===== src/rtl/vec_accumulator_if.sv =====
// Term stream in and result stream out of vec_accumulator.
// The slave modport is the accumulator; master is its environment.
interface vec_accumulator_if #(
  parameter int DATA_W = 16
);
  logic signed [DATA_W-1:0] term_dat;
  logic                     term_vld;
  logic                     term_rdy;
  logic signed [DATA_W-1:0] res_dat;
  logic                     res_sat;
  logic                     res_vld;
  logic                     res_rdy;

  modport master (
    output term_dat, term_vld, res_rdy,
    input  term_rdy, res_dat, res_sat, res_vld
  );

  modport slave (
    input  term_dat, term_vld, res_rdy,
    output term_rdy, res_dat, res_sat, res_vld
  );
endinterface


===== src/rtl/vec_accumulator.sv =====
// Saturating signed reduction of N-term groups into one DATA_W-bit result,
// with a per-step overflow flag and valid/ready on both sides.
module vec_accumulator #(
  parameter int DATA_W = 16,
  parameter int N      = 8
) (
  input  logic             clk,
  input  logic             rst,
  vec_accumulator_if.slave bus
);
  localparam int CNT_W = (N > 1) ? $clog2(N) : 1;

  typedef enum logic {ACC, OUT} state_t;

  state_t                   state, state_nxt;
  logic signed [DATA_W-1:0] acc, acc_nxt;
  logic signed [DATA_W:0]   sum;
  logic [CNT_W-1:0]         cnt;
  logic                     sat, ovf;
  logic signed [DATA_W-1:0] res_dat;
  logic                     res_sat;
  logic                     term_acc, res_acc, last;

  function automatic logic signed [DATA_W:0] add_ext(input logic signed [DATA_W-1:0] a,
                                                     input logic signed [DATA_W-1:0] b);
    logic signed [DATA_W:0] ae, be;
    ae = {a[DATA_W-1], a};
    be = {b[DATA_W-1], b};
    return ae + be;
  endfunction

  // Clamp the W+1-bit sum to the rail it crossed; the sign bit tells which.
  function automatic logic signed [DATA_W-1:0] clamp(input logic signed [DATA_W:0] s);
    if (s[DATA_W] != s[DATA_W-1])
      clamp = s[DATA_W] ? {1'b1, {(DATA_W-1){1'b0}}} : {1'b0, {(DATA_W-1){1'b1}}};
    else
      clamp = s[DATA_W-1:0];
  endfunction

  assign sum     = add_ext(acc, bus.term_dat);
  assign ovf     = sum[DATA_W] != sum[DATA_W-1];
  assign acc_nxt = clamp(sum);
  assign last    = (cnt == CNT_W'(N - 1));

  assign term_acc = bus.term_vld && (state == ACC);
  assign res_acc  = bus.res_rdy && (state == OUT);

  assign bus.term_rdy = (state == ACC);
  assign bus.res_vld  = (state == OUT);
  assign bus.res_dat  = res_dat;
  assign bus.res_sat  = res_sat;

  always_ff @(posedge clk or posedge rst) begin
    if (rst) state <= ACC;
    else     state <= state_nxt;
  end

  always_comb begin
    state_nxt = state;
    case (state)
      ACC: if (term_acc && last) state_nxt = OUT;
      OUT: if (res_acc)          state_nxt = ACC;
      default:                   state_nxt = ACC;
    endcase
  end

  // Accumulate stage: result registers load on the edge that accepts the last term.
  always_ff @(posedge clk or posedge rst) begin
    if (rst) begin
      acc     <= '0;
      cnt     <= '0;
      sat     <= 1'b0;
      res_dat <= '0;
      res_sat <= 1'b0;
    end else if (term_acc) begin
      acc <= acc_nxt;
      sat <= sat | ovf;
      if (last) begin
        res_dat <= acc_nxt;
        res_sat <= sat | ovf;
        cnt     <= '0;
      end else begin
        cnt <= cnt + 1'b1;
      end
    end else if (res_acc) begin
      acc <= '0;
      sat <= 1'b0;
    end
  end
endmodule


===== src/flat_wrapper.sv =====
// flat-port wrapper written by rule: the top's interface ports become plain ports
module vec_accumulator_flat 
#(
  parameter int DATA_W = 16,
  parameter int N      = 8
)
  (clk, rst, bus_term_dat, bus_term_vld, bus_res_rdy, bus_term_rdy, bus_res_dat, bus_res_sat, bus_res_vld);
  vec_accumulator_if #(.DATA_W(DATA_W)) bus_i ();
  input  logic clk;
  input  logic rst;
  input wire logic [$bits(bus_i.term_dat)-1:0] bus_term_dat;
  input wire logic [$bits(bus_i.term_vld)-1:0] bus_term_vld;
  input wire logic [$bits(bus_i.res_rdy)-1:0] bus_res_rdy;
  output wire logic [$bits(bus_i.term_rdy)-1:0] bus_term_rdy;
  output wire logic [$bits(bus_i.res_dat)-1:0] bus_res_dat;
  output wire logic [$bits(bus_i.res_sat)-1:0] bus_res_sat;
  output wire logic [$bits(bus_i.res_vld)-1:0] bus_res_vld;
  assign bus_i.term_dat = bus_term_dat;
  assign bus_i.term_vld = bus_term_vld;
  assign bus_i.res_rdy = bus_res_rdy;
  assign bus_term_rdy = bus_i.term_rdy;
  assign bus_res_dat = bus_i.res_dat;
  assign bus_res_sat = bus_i.res_sat;
  assign bus_res_vld = bus_i.res_vld;
  vec_accumulator #(.DATA_W(DATA_W), .N(N)) u_core (.clk(clk), .rst(rst), .bus(bus_i));
endmodule

===== config.mk =====
export PLATFORM = sky130hd
export DESIGN_NAME = vec_accumulator_flat
export DESIGN_NICKNAME = d
export VERILOG_FILES = /design/src/rtl/vec_accumulator_if.sv /design/src/rtl/vec_accumulator.sv /design/src/flat_wrapper.sv
export SDC_FILE = /design/constraint.sdc
export NUM_CORES = 1
export LEC_CHECK = 0
export BUFFER_PORTS_ARGS = -buffer_cell sky130_fd_sc_hd__buf_2
export CORE_MARGIN = 2
export CORE_UTILIZATION = 50
export CTS_CLUSTER_SIZE = 8
export DETAILED_ROUTE_END_ITERATION = 7
export PLACE_DENSITY = 0.74
export RECOVER_POWER = 100
export SETUP_SLACK_MARGIN = 0.3
export SYNTH_ARGS = -nofsm -noshare
export SYNTH_HDL_FRONTEND = slang
export SYNTH_SLANG_ARGS = --single-unit

===== constraint.sdc =====
create_clock -name clk -period 3.5 [get_ports clk]
set_input_delay 0.7 -clock clk [delete_from_list [all_inputs] [get_ports clk]]
set_output_delay 0.7 -clock clk [all_outputs]
set_load 0.05 [all_outputs]

==> results of run 1 <==
[critical path, stage by stage]
cell	delay, ps
buf_2	100
ha_1	190
inv_1	60
fa_1	400
nor2b_1	190
o31ai_1	120
a211o_1	290
a31oi_1	320
nor2_1	110
a32oi_1	350
buf_12	220
nand3_1	100
nand3_1	150
[cell families (layout without fill, tap and decap cells)]
group	Yosys count	in the layout	share of synthesized area, %
compound gates	67	67	18.6
xor+xnor	13	13	4.76
fa+ha+maj	19	19	10.3
buf+inv	18	61	3.61
flops	38	38	39.8
mux	1	1	0.471
simple gates	123	123	22.5
[final timing paths]
kind,slack (ps),depth (start not counted),endpoint,start
max,430,13,u_core.acc[3],bus_term_dat[0]
min,490,2,u_core.cnt[2],u_core.cnt[2]
max reg2reg,580,12,u_core.acc[3],u_core.acc[0]
min reg2reg,490,2,u_core.cnt[2],u_core.cnt[2]
max in group asynchronous,1570,3,u_core.bus.res_dat[0],rst
min in group asynchronous,520,2,u_core.bus.res_dat[11],rst
[cell usage after synthesis (3+ instances only)]
library cell | instances | share of area, %
xor2_1 | 3 | 1.1
clkbuf_1 | 5 | 0.79
ha_1 | 18 | 9.4
dfrtp_1 | 38 | 40
a21oi_1 | 29 | 6.1
nor2b_1 | 6 | 1.6
inv_1 | 8 | 1.3
o21ai_0 | 8 | 1.7
nand2_1 | 50 | 7.9
buf_2 | 3 | 0.63
a21o_1 | 9 | 2.8
nor3_1 | 3 | 0.63
xnor2_1 | 10 | 3.7
nor2_1 | 28 | 4.4
nand3_1 | 29 | 6.1
[registers in the layout (all words and copies together), names as in the netlist]
register	flops
u_core.bus.res_dat	16
u_core.cnt	3
u_core.acc	16
u_core.sat	1
u_core.bus.res_vld	1
u_core.bus.res_sat	1
[layer usage]
metal | vias to the layer above | track usage [%] | wire length, um
met5 | - | 0 | 0
met4 | 0 | 6.79 | 71
met3 | 6 | 3.87 | 291
met2 | 50 | 33.9 | 2550
met1 | 988 | 30.8 | 2660
li1 | 1058 | - | -
[through the flow]
step / setup WS (ps) / instances / cell area [um2] / hold slack [ps]
finish: 432 / 376 / 2730 / 489
global route: 211 / 376 / 2730 / 512
CTS: 555 / 376 / 2770 / 492
detailed placement: 235 / 368 / 2660 / 473
global placement: 383 / 368 / 2660 / 459
floorplan: 610 / 279 / 2390 / 450
[area by class of cell]
class	instances	area, um2
multi-input cells	223	1350
fillers	427	1930
well taps	54	67.6
clock buffers	6	72.6
inverters	8	30.0
flip-flops and latches	38	951
repair buffers	45	224
clock inverters	2	37.5
[cells in the final DEF (no fill, tap or decap), types with 5 or more instances in the layout]
cell type   n
a21oi_1    29
clkbuf_1   22
o21ai_0     8
a21o_1      9
clkbuf_8    5
nor2b_1     6
xnor2_1    10
inv_1       8
ha_1       18
dfrtp_1    38
nand2_1    50
nand3_1    29
nor2_1     28
buf_2      19
==> results by group, run 1 <==
Clocking
  • Root Driver: clkbuf_8
  • # H-tree levels: 2
  • Clk_lat worst skew: 300 ps
  • Clk buf depth: 2
  • CTS tree: built
  • Clock slew at reported path FFs: 80 ps
  • Cts bufs inserted: 5
  • # hold bufs at CTS: 0
  • Cts repair resizes: 0
  • Buffer count from post-CTS setup fixing: 0
  • CTS Sinks: 38

Synthesis
  • Syn Nets: 318
  • Cell area after synthesis: 0.00239 mm2
  • Synthesized area per cell: 8.57 um2
  • Register bit count reported by yosys: 38
  • Synth Flop Type: dfrtp_1
  • Warnings, synthesis: 0
  • Sequential share of the synthesized area: 39.8%
  • Post-synth cell types: 38
  • Async set-reset flop share out of synthesis: 100%
  • Number of synthesized flops with an enable pin: 0
  • Gate Count Post-Synth: 279

Run status
  • Status: finished, final reports clean

GRT
  • Vias in the first global route: 1961
  • Gr usage total: 21.8%
  • Initial antenna violation count: 0
  • Grt ovf: 0
  • Largest net degree at the start of global routing: 30
  • Wire length of the first global-routing pass: 9080 um

Route
  • DRT iter0 DRCs: 149
  • Detailed Routing Iterations Pass 1: 4
  • Final ANT Viol Nets: 0
  • Via/cell ratio: 5.59
  • Vias: 2102
  • DR DRC count: 0
  • DR WL/cell: 14.8 um
  • Final WL: 5580 um

Critical path
  • CP Class: input port to register
  • CP required: 3730 ps
  • Crit-path max FO: 29
  • CP startpoint kind: input port
  • Worst setup EP type: register
  • CP arrival: 3300 ps

Floorplan
  • Io pins: 39
  • Full die area: 0.00535 mm2
  • Initial Utilization: 51.3%
  • Core area: 0.00466 mm2
  • Die Ht: 73.1 um
  • Num rows: 25
  • Die width: 73.1 um

Timing
  • Final min period: 3070 ps
  • Fin. max-slew vios: 0
  • Final Hold Violating Endpoints: 0
  • Setup Skew: 8.95 ps
  • F_max: 326 MHz
  • Rel. slew slack: 28.4%
  • Setup TNS: 0 ps
  • Final setup fails: 0
  • Crit share post-route: 87.7%
  • RSZ-0062 raised after global routing: false
  • Least-Margin Pin Slew: 1070 ps

Layout
  • Share of layout cells above drive strength 1: 11.5%
  • Utilization after layout: 58.5%
  • Final #Nets: 360
  • N_diodes: 0
  • Area Overhead vs Synth: 14.1%

Place
  • RD Place Congestion: 0.882
  • Port Buf Inserts: 38
  • Detailed Place HPWL: 4090 um

Worst hold path
  • Worst Hold Class: register to register

Run
  • Max Cap Viol: 0
Power of run 1 is not shown: default switching activity piles up to over one toggle a cycle in this logic, so the estimate is an artifact.
==> run 2, diff against run 1 <==
--- a/config.mk
+++ b/config.mk
@@ -5,7 +5,7 @@
 export SDC_FILE = /design/constraint.sdc
 export NUM_CORES = 1
 export LEC_CHECK = 0
-export BUFFER_PORTS_ARGS = -buffer_cell sky130_fd_sc_hd__buf_2
+export BUFFER_PORTS_ARGS = -buffer_cell sky130_fd_sc_hd__clkbuf_2
 export CORE_MARGIN = 2
 export CORE_UTILIZATION = 50
 export CTS_CLUSTER_SIZE = 8
==> run 2 against run 1 <==
The run now ends with max-capacitance violations, max-slew violations left; non-clock buffer count unchanged; clock-buffer cell count is the same; global-route usage is 0.58 points higher; clock skew decreased by 3.9 ps; critical endpoint is now u_core.bus.res_dat[13].
==> results by group, run 2 (synthesis results as in run 1) <==
Run status
  • Status: complete, but fails checks (was finished, final reports clean)
  • Failing checks: max-capacitance violations, max-slew violations

Critical path
  • CP Class: input port to register (unchanged)
  • Flop-to-flop setup slack: 670 ps (was 580 ps)
  • CP required: 3710 ps (was 3730 ps)
  • CP arrival: 3220 ps (was 3300 ps)
  • CP startpoint kind: input port (unchanged)
  • Worst setup EP type: register (unchanged)
  • Crit-path max FO: 29 (unchanged)

Floorplan
  • Io pins: 39 (unchanged)
  • Num rows: 25 (unchanged)
  • Die width: 73.1 um (unchanged)
  • Core area: 0.00466 mm2 (unchanged)
  • Full die area: 0.00535 mm2 (unchanged)
  • Die Ht: 73.1 um (unchanged)
  • Initial Utilization: 51.3% (unchanged)

Run
  • Max Cap Viol: 1 (was 0)

Clocking
  • Root Driver: clkbuf_8 (unchanged)
  • # H-tree levels: 2 (unchanged)
  • Cts bufs inserted: 5 (unchanged)
  • CTS tree: built (unchanged)
  • Clock slew at reported path FFs: 70 ps (was 80 ps)
  • Buffer count from post-CTS setup fixing: 0 (unchanged)
  • Clk buf depth: 2 (unchanged)
  • Cts repair resizes: 0 (unchanged)
  • CTS Sinks: 38 (unchanged)
  • Clk_lat worst skew: 280 ps (was 300 ps)
  • # hold bufs at CTS: 0 (unchanged)

Timing
  • Least-Margin Pin Slew: 2030 ps (was 1070 ps)
  • Rel. slew slack: -35.4% (was 28.4%)
  • Setup TNS: 0 ps (unchanged)
  • Worst setup margin: 487 ps (was 432 ps)
  • Final Hold Violating Endpoints: 0 (unchanged)
  • Crit share post-route: 86.1% (was 87.7%)
  • RSZ-0062 raised after global routing: false (unchanged)
  • Final setup fails: 0 (unchanged)
  • Fin. max-slew vios: 39 (was 0)
  • Setup Skew: 5.08 ps (was 8.95 ps)
  • Final min period: 3010 ps (was 3070 ps)
  • F_max: 332 MHz (was 326 MHz)

GRT
  • Met1 Use GR: 32.0% (was 30.8%)
  • Largest net degree at the start of global routing: 39 (was 30)
  • GRT Max-Usage Layer: met2 (unchanged)
  • Gr usage total: 22.3% (was 21.8%)
  • Vias in the first global route: 2043 (was 1961)
  • Met3 Use GR: 2.76% (was 3.87%)
  • Grt ovf: 0 (unchanged)
  • Wire length of the first global-routing pass: 9300 um (was 9080 um)
  • Initial antenna violation count: 0 (unchanged)
  • GR Util met2: 35.4% (was 33.9%)

Place
  • Dpl ws: 284 ps (was 235 ps)
  • Detailed Place HPWL: 4020 um (was 4090 um)
  • Port Buf Inserts: 38 (unchanged)
  • RD Place Congestion: 0.851 (was 0.882)
  • Post-DP Area: 0.00266 mm2 (unchanged)
  • Placed Cells: 368 (unchanged)

Route
  • Vias: 2079 (was 2102)
  • DRT iter0 DRCs: 177 (was 149)
  • Via/cell ratio: 5.53 (was 5.59)
  • Detailed Routing Iterations Pass 1: 4 (unchanged)
  • DR WL/cell: 14.4 um (was 14.8 um)
  • DR DRC count: 0 (unchanged)
  • Final WL: 5410 um (was 5580 um)
  • Final ANT Viol Nets: 0 (unchanged)

Layout
  • Share of layout cells above drive strength 1: 11.8% (was 11.5%)
  • Area Overhead vs Synth: 15.8% (was 14.1%)
  • N_diodes: 0 (unchanged)
  • Commonest non-fill, non-tap cell in the layout: nand2_1 (unchanged)
  • Fin cells: 376 (unchanged)
  • Final instance area: 0.00277 mm2 (was 0.00273 mm2)
  • Biggest regs: u_core.acc (16), u_core.bus.res_dat (16), u_core.cnt (3) (unchanged)
  • Most frequent cells in the layout: nand2_1 (50), dfrtp_1 (38), a21oi_1 (29), nand3_1 (29), nor2_1 (28) (unchanged)
  • Final-layout fill cell count: 445 (was 427)
  • Final #Nets: 360 (unchanged)

Worst hold path
  • Worst Hold Class: register to register (unchanged)
## run 2: metal layers
layer	vias up	part of all wire (%)
li1	1056	-
met1	968	47
met2	51	47
met3	4	4.8
met4	0	0.98
met5	-	0
## run 2: layout make-up
class | count | area, um2 | area share [%]
repair buffers | 45 | 223 | 8.05
clock inverters | 2 | 60.1 | 2.17
inverters | 8 | 30.0 | 1.09
clock buffers | 6 | 82.6 | 2.99
flip-flops and latches | 38 | 951 | 34.4
well taps | 54 | 67.6 | 2.44
multi-input cells | 223 | 1350 | 48.9
## run 2: final timing paths
kind	cells after the start	start	to
max	13	bus_term_dat[0]	u_core.bus.res_dat[13]
min	2	u_core.bus.res_sat	u_core.bus.res_sat
max reg2reg	12	u_core.acc[0]	u_core.bus.res_dat[13]
min reg2reg	2	u_core.bus.res_sat	u_core.bus.res_sat
max in group asynchronous	3	rst	u_core.acc[0]
min in group asynchronous	3	rst	u_core.bus.res_dat[10]
## run 2: stage by stage
stage | util [%] | hold WS (ps)
2_1_floorplan | - | 450
3_3_place_gp | 57.0 | 462
3_5_place_dp | 57.0 | 472
4_1_cts | 60.1 | 490
5_1_grt | 59.4 | 512
6_report | 59.4 | 481
## run 2: critical path, cell delays in order
cell and delay, ps:
clkbuf_1 110, ha_1 200, inv_1 70, fa_1 410, nor2b_1 170, o31ai_1 100
a211o_1 290, a31oi_1 320, nor2_1 130, a32oi_2 290, buf_12 210, nand2_1 80
a21oi_1 150
Power of run 2 is left out for the same reason.
==> run 3, diff against run 2 <==
--- a/config.mk
+++ b/config.mk
@@ -5,12 +5,12 @@
 export SDC_FILE = /design/constraint.sdc
 export NUM_CORES = 1
 export LEC_CHECK = 0
-export BUFFER_PORTS_ARGS = -buffer_cell sky130_fd_sc_hd__clkbuf_2
 export CORE_MARGIN = 2
 export CORE_UTILIZATION = 50
 export CTS_CLUSTER_SIZE = 8
 export DETAILED_ROUTE_END_ITERATION = 7
-export PLACE_DENSITY = 0.74
+export DONT_BUFFER_PORTS = 1
+export PLACE_DENSITY = 0.67
 export RECOVER_POWER = 100
 export SETUP_SLACK_MARGIN = 0.3
 export SYNTH_ARGS = -nofsm -noshare
==> run 3 against run 2 <==
The run still ends with max-capacitance violations, max-slew violations left; via count fell by 7.7%; sequential cell count stayed put; worst setup slack better by 39 ps; register-to-register slack worse by 120 ps; wire length rose by 0.67%; die area unchanged; clock skew is 2.8 ps higher; sequential share of layout area is 2.5 points higher; non-clock buffer count shrank 38; critical path depth decreased by 1; largest cell class unchanged.
==> results by group, run 3 (synthesis results as in run 1) <==
Clocking
  • Root Driver: clkbuf_8 (unchanged)
  • Clk_lat worst skew: 290 ps (was 280 ps)
  • # H-tree levels: 2 (unchanged)
  • CTS tree: built (unchanged)
  • Clk buf depth: 2 (unchanged)
  • Cts bufs inserted: 5 (unchanged)
  • CTS Sinks: 38 (unchanged)
  • Clock slew at reported path FFs: 80 ps (was 70 ps)
  • Buffer count from post-CTS setup fixing: 0 (unchanged)
  • # hold bufs at CTS: 0 (unchanged)

Place
  • Dpl ws: 305 ps (was 284 ps)
  • Port Buf Inserts: 0 (was 38)
  • Detailed Place HPWL: 3840 um (was 4020 um)
  • RD Place Congestion: 0.809 (was 0.851)

Run
  • Max Cap Viol: 1 (unchanged)

Critical path
  • Crit path from: bus_term_dat[0] (unchanged)
  • Crit-path max FO: 29 (unchanged)
  • CP required: 3720 ps (was 3710 ps)
  • CP startpoint kind: input port (unchanged)
  • CP Class: input port to register (unchanged)
  • Crit path to: u_core.acc[12] (was u_core.bus.res_dat[13])
  • R2R Path Start: u_core.acc[0] (unchanged)
  • Worst setup EP type: register (unchanged)
  • CP arrival: 3200 ps (was 3220 ps)
  • Reg2reg end: u_core.acc[12] (was u_core.bus.res_dat[13])
  • Flop-to-flop setup slack: 550 ps (was 670 ps)
  • Worst R2R Path Depth: 12 (unchanged)

Layout
  • Area Overhead vs Synth: 8.01% (was 15.8%)
  • Most frequent cells in the layout: nand2_1 (50), dfrtp_1 (38), a21oi_1 (30), nand3_1 (29), nor2_1 (28) (was nand2_1 (50), dfrtp_1 (38), a21oi_1 (29), nand3_1 (29), nor2_1 (28))
  • Final #Nets: 322 (was 360)
  • Commonest non-fill, non-tap cell in the layout: nand2_1 (unchanged)
  • Utilization after layout: 55.4% (was 59.4%)
  • Share of layout cells above drive strength 1: 6.34% (was 11.8%)
  • Final-layout fill cell count: 440 (was 445)
  • Biggest regs: u_core.acc (16), u_core.bus.res_dat (16), u_core.cnt (3) (unchanged)
  • N_diodes: 0 (unchanged)

Route
  • Final ANT Viol Nets: 0 (unchanged)
  • DRT iter0 DRCs: 117 (was 177)
  • Vias: 1918 (was 2079)
  • DR DRC count: 0 (unchanged)
  • Final WL: 5450 um (was 5410 um)
  • DR WL/cell: 16.1 um (was 14.4 um)
  • Detailed Routing Iterations Pass 1: 4 (unchanged)
  • Via/cell ratio: 5.67 (was 5.53)

Timing
  • Fin. max-slew vios: 39 (unchanged)
  • Setup TNS: 0 ps (unchanged)
  • Setup Skew: 7.85 ps (was 5.08 ps)
  • Worst setup margin: 527 ps (was 487 ps)
  • Rel. slew slack: -37.4% (was -35.4%)
  • Final setup fails: 0 (unchanged)
  • Final Hold Violating Endpoints: 0 (unchanged)
  • Least-Margin Pin Slew: 2060 ps (was 2030 ps)
  • F_max: 336 MHz (was 332 MHz)
  • RSZ-0062 raised after global routing: false (unchanged)
  • Crit share post-route: 84.9% (was 86.1%)
  • Final min period: 2970 ps (was 3010 ps)

Run status
  • Failing checks: max-capacitance violations, max-slew violations (unchanged)
  • Status: complete, but fails checks (unchanged)

GRT
  • Vias in the first global route: 1843 (was 2043)
  • Grt ovf: 0 (unchanged)
  • Largest net degree at the start of global routing: 39 (unchanged)
  • Wire length of the first global-routing pass: 8980 um (was 9300 um)
  • Gr usage total: 21.9% (was 22.3%)
  • Initial antenna violation count: 0 (unchanged)

Worst hold path
  • Worst Hold Class: register to register (unchanged)

Floorplan
  • Initial Utilization: 51.3% (unchanged)
  • Num rows: 25 (unchanged)
  • Die width: 73.1 um (unchanged)
  • Io pins: 39 (unchanged)
  • Full die area: 0.00535 mm2 (unchanged)
  • Core area: 0.00466 mm2 (unchanged)
  • Die Ht: 73.1 um (unchanged)
## run 3: cell count changes in the layout (fill, tap and decap cells not counted), sizes merged
cell	delta
buf	-1
clkbuf	-37
## run 3: metrics by stage
stage / cell area, um2 / cells / hold WS (ps)
detailed placement: 2450 / 330 / 479
floorplan: 2390 / 279 / 450
CTS: 2600 / 338 / 422
global route: 2580 / 338 / 497
finish: 2580 / 338 / 492
global placement: 2450 / 330 / 465
## run 3: cell type report
class / instances / area [um2] / share of cell area, %
timing repair buffer: 7 / 41.3 / 1.60
clock inverter: 2 / 60.1 / 2.33
inverter: 8 / 30.0 / 1.16
tap: 54 / 67.6 / 2.62
sequential: 38 / 951 / 36.8
clock buffer: 6 / 82.6 / 3.20
multi-input combinational: 223 / 1350 / 52.3
## run 3: how the worst min path moves through the flow
stage | start | to | depth (start not counted)
after floorplan | u_core.cnt[1] | u_core.cnt[1] | 2
after global placement | u_core.cnt[1] | u_core.cnt[1] | 2
after detailed placement | u_core.cnt[2] | u_core.cnt[2] | 2
after CTS | rst | u_core.acc[0] | 2
after global routing | bus_res_rdy | u_core.sat | 1
final | u_core.cnt[2] | u_core.cnt[2] | 2
## run 3: timing repair
action                     in CTS  in global routing
setup endpoints to repair       0                  1
gates resized for setup         0                  1
hold endpoints to repair        0                  0
## run 3: critical path, cell delays in order
cell,delay (ps)
ha_1,170
inv_1,60
fa_1,400
nor2b_1,200
o31ai_1,110
a211o_1,280
a31oi_1,340
nor2_1,110
a32oi_2,200
buf_4,330
nand3_1,140
nand3_1,140
## run 3: layer usage
layer	part of all wire, %	vias to the layer above	global-route usage, %	routed length (um)
li1	-	983	-	-
met1	51	888	32.2	2790
met2	43	40	32.3	2330
met3	4.8	7	5.25	262
met4	1.2	0	5.56	65
met5	0	-	0	0
Power of run 3 is left out for the same reason.
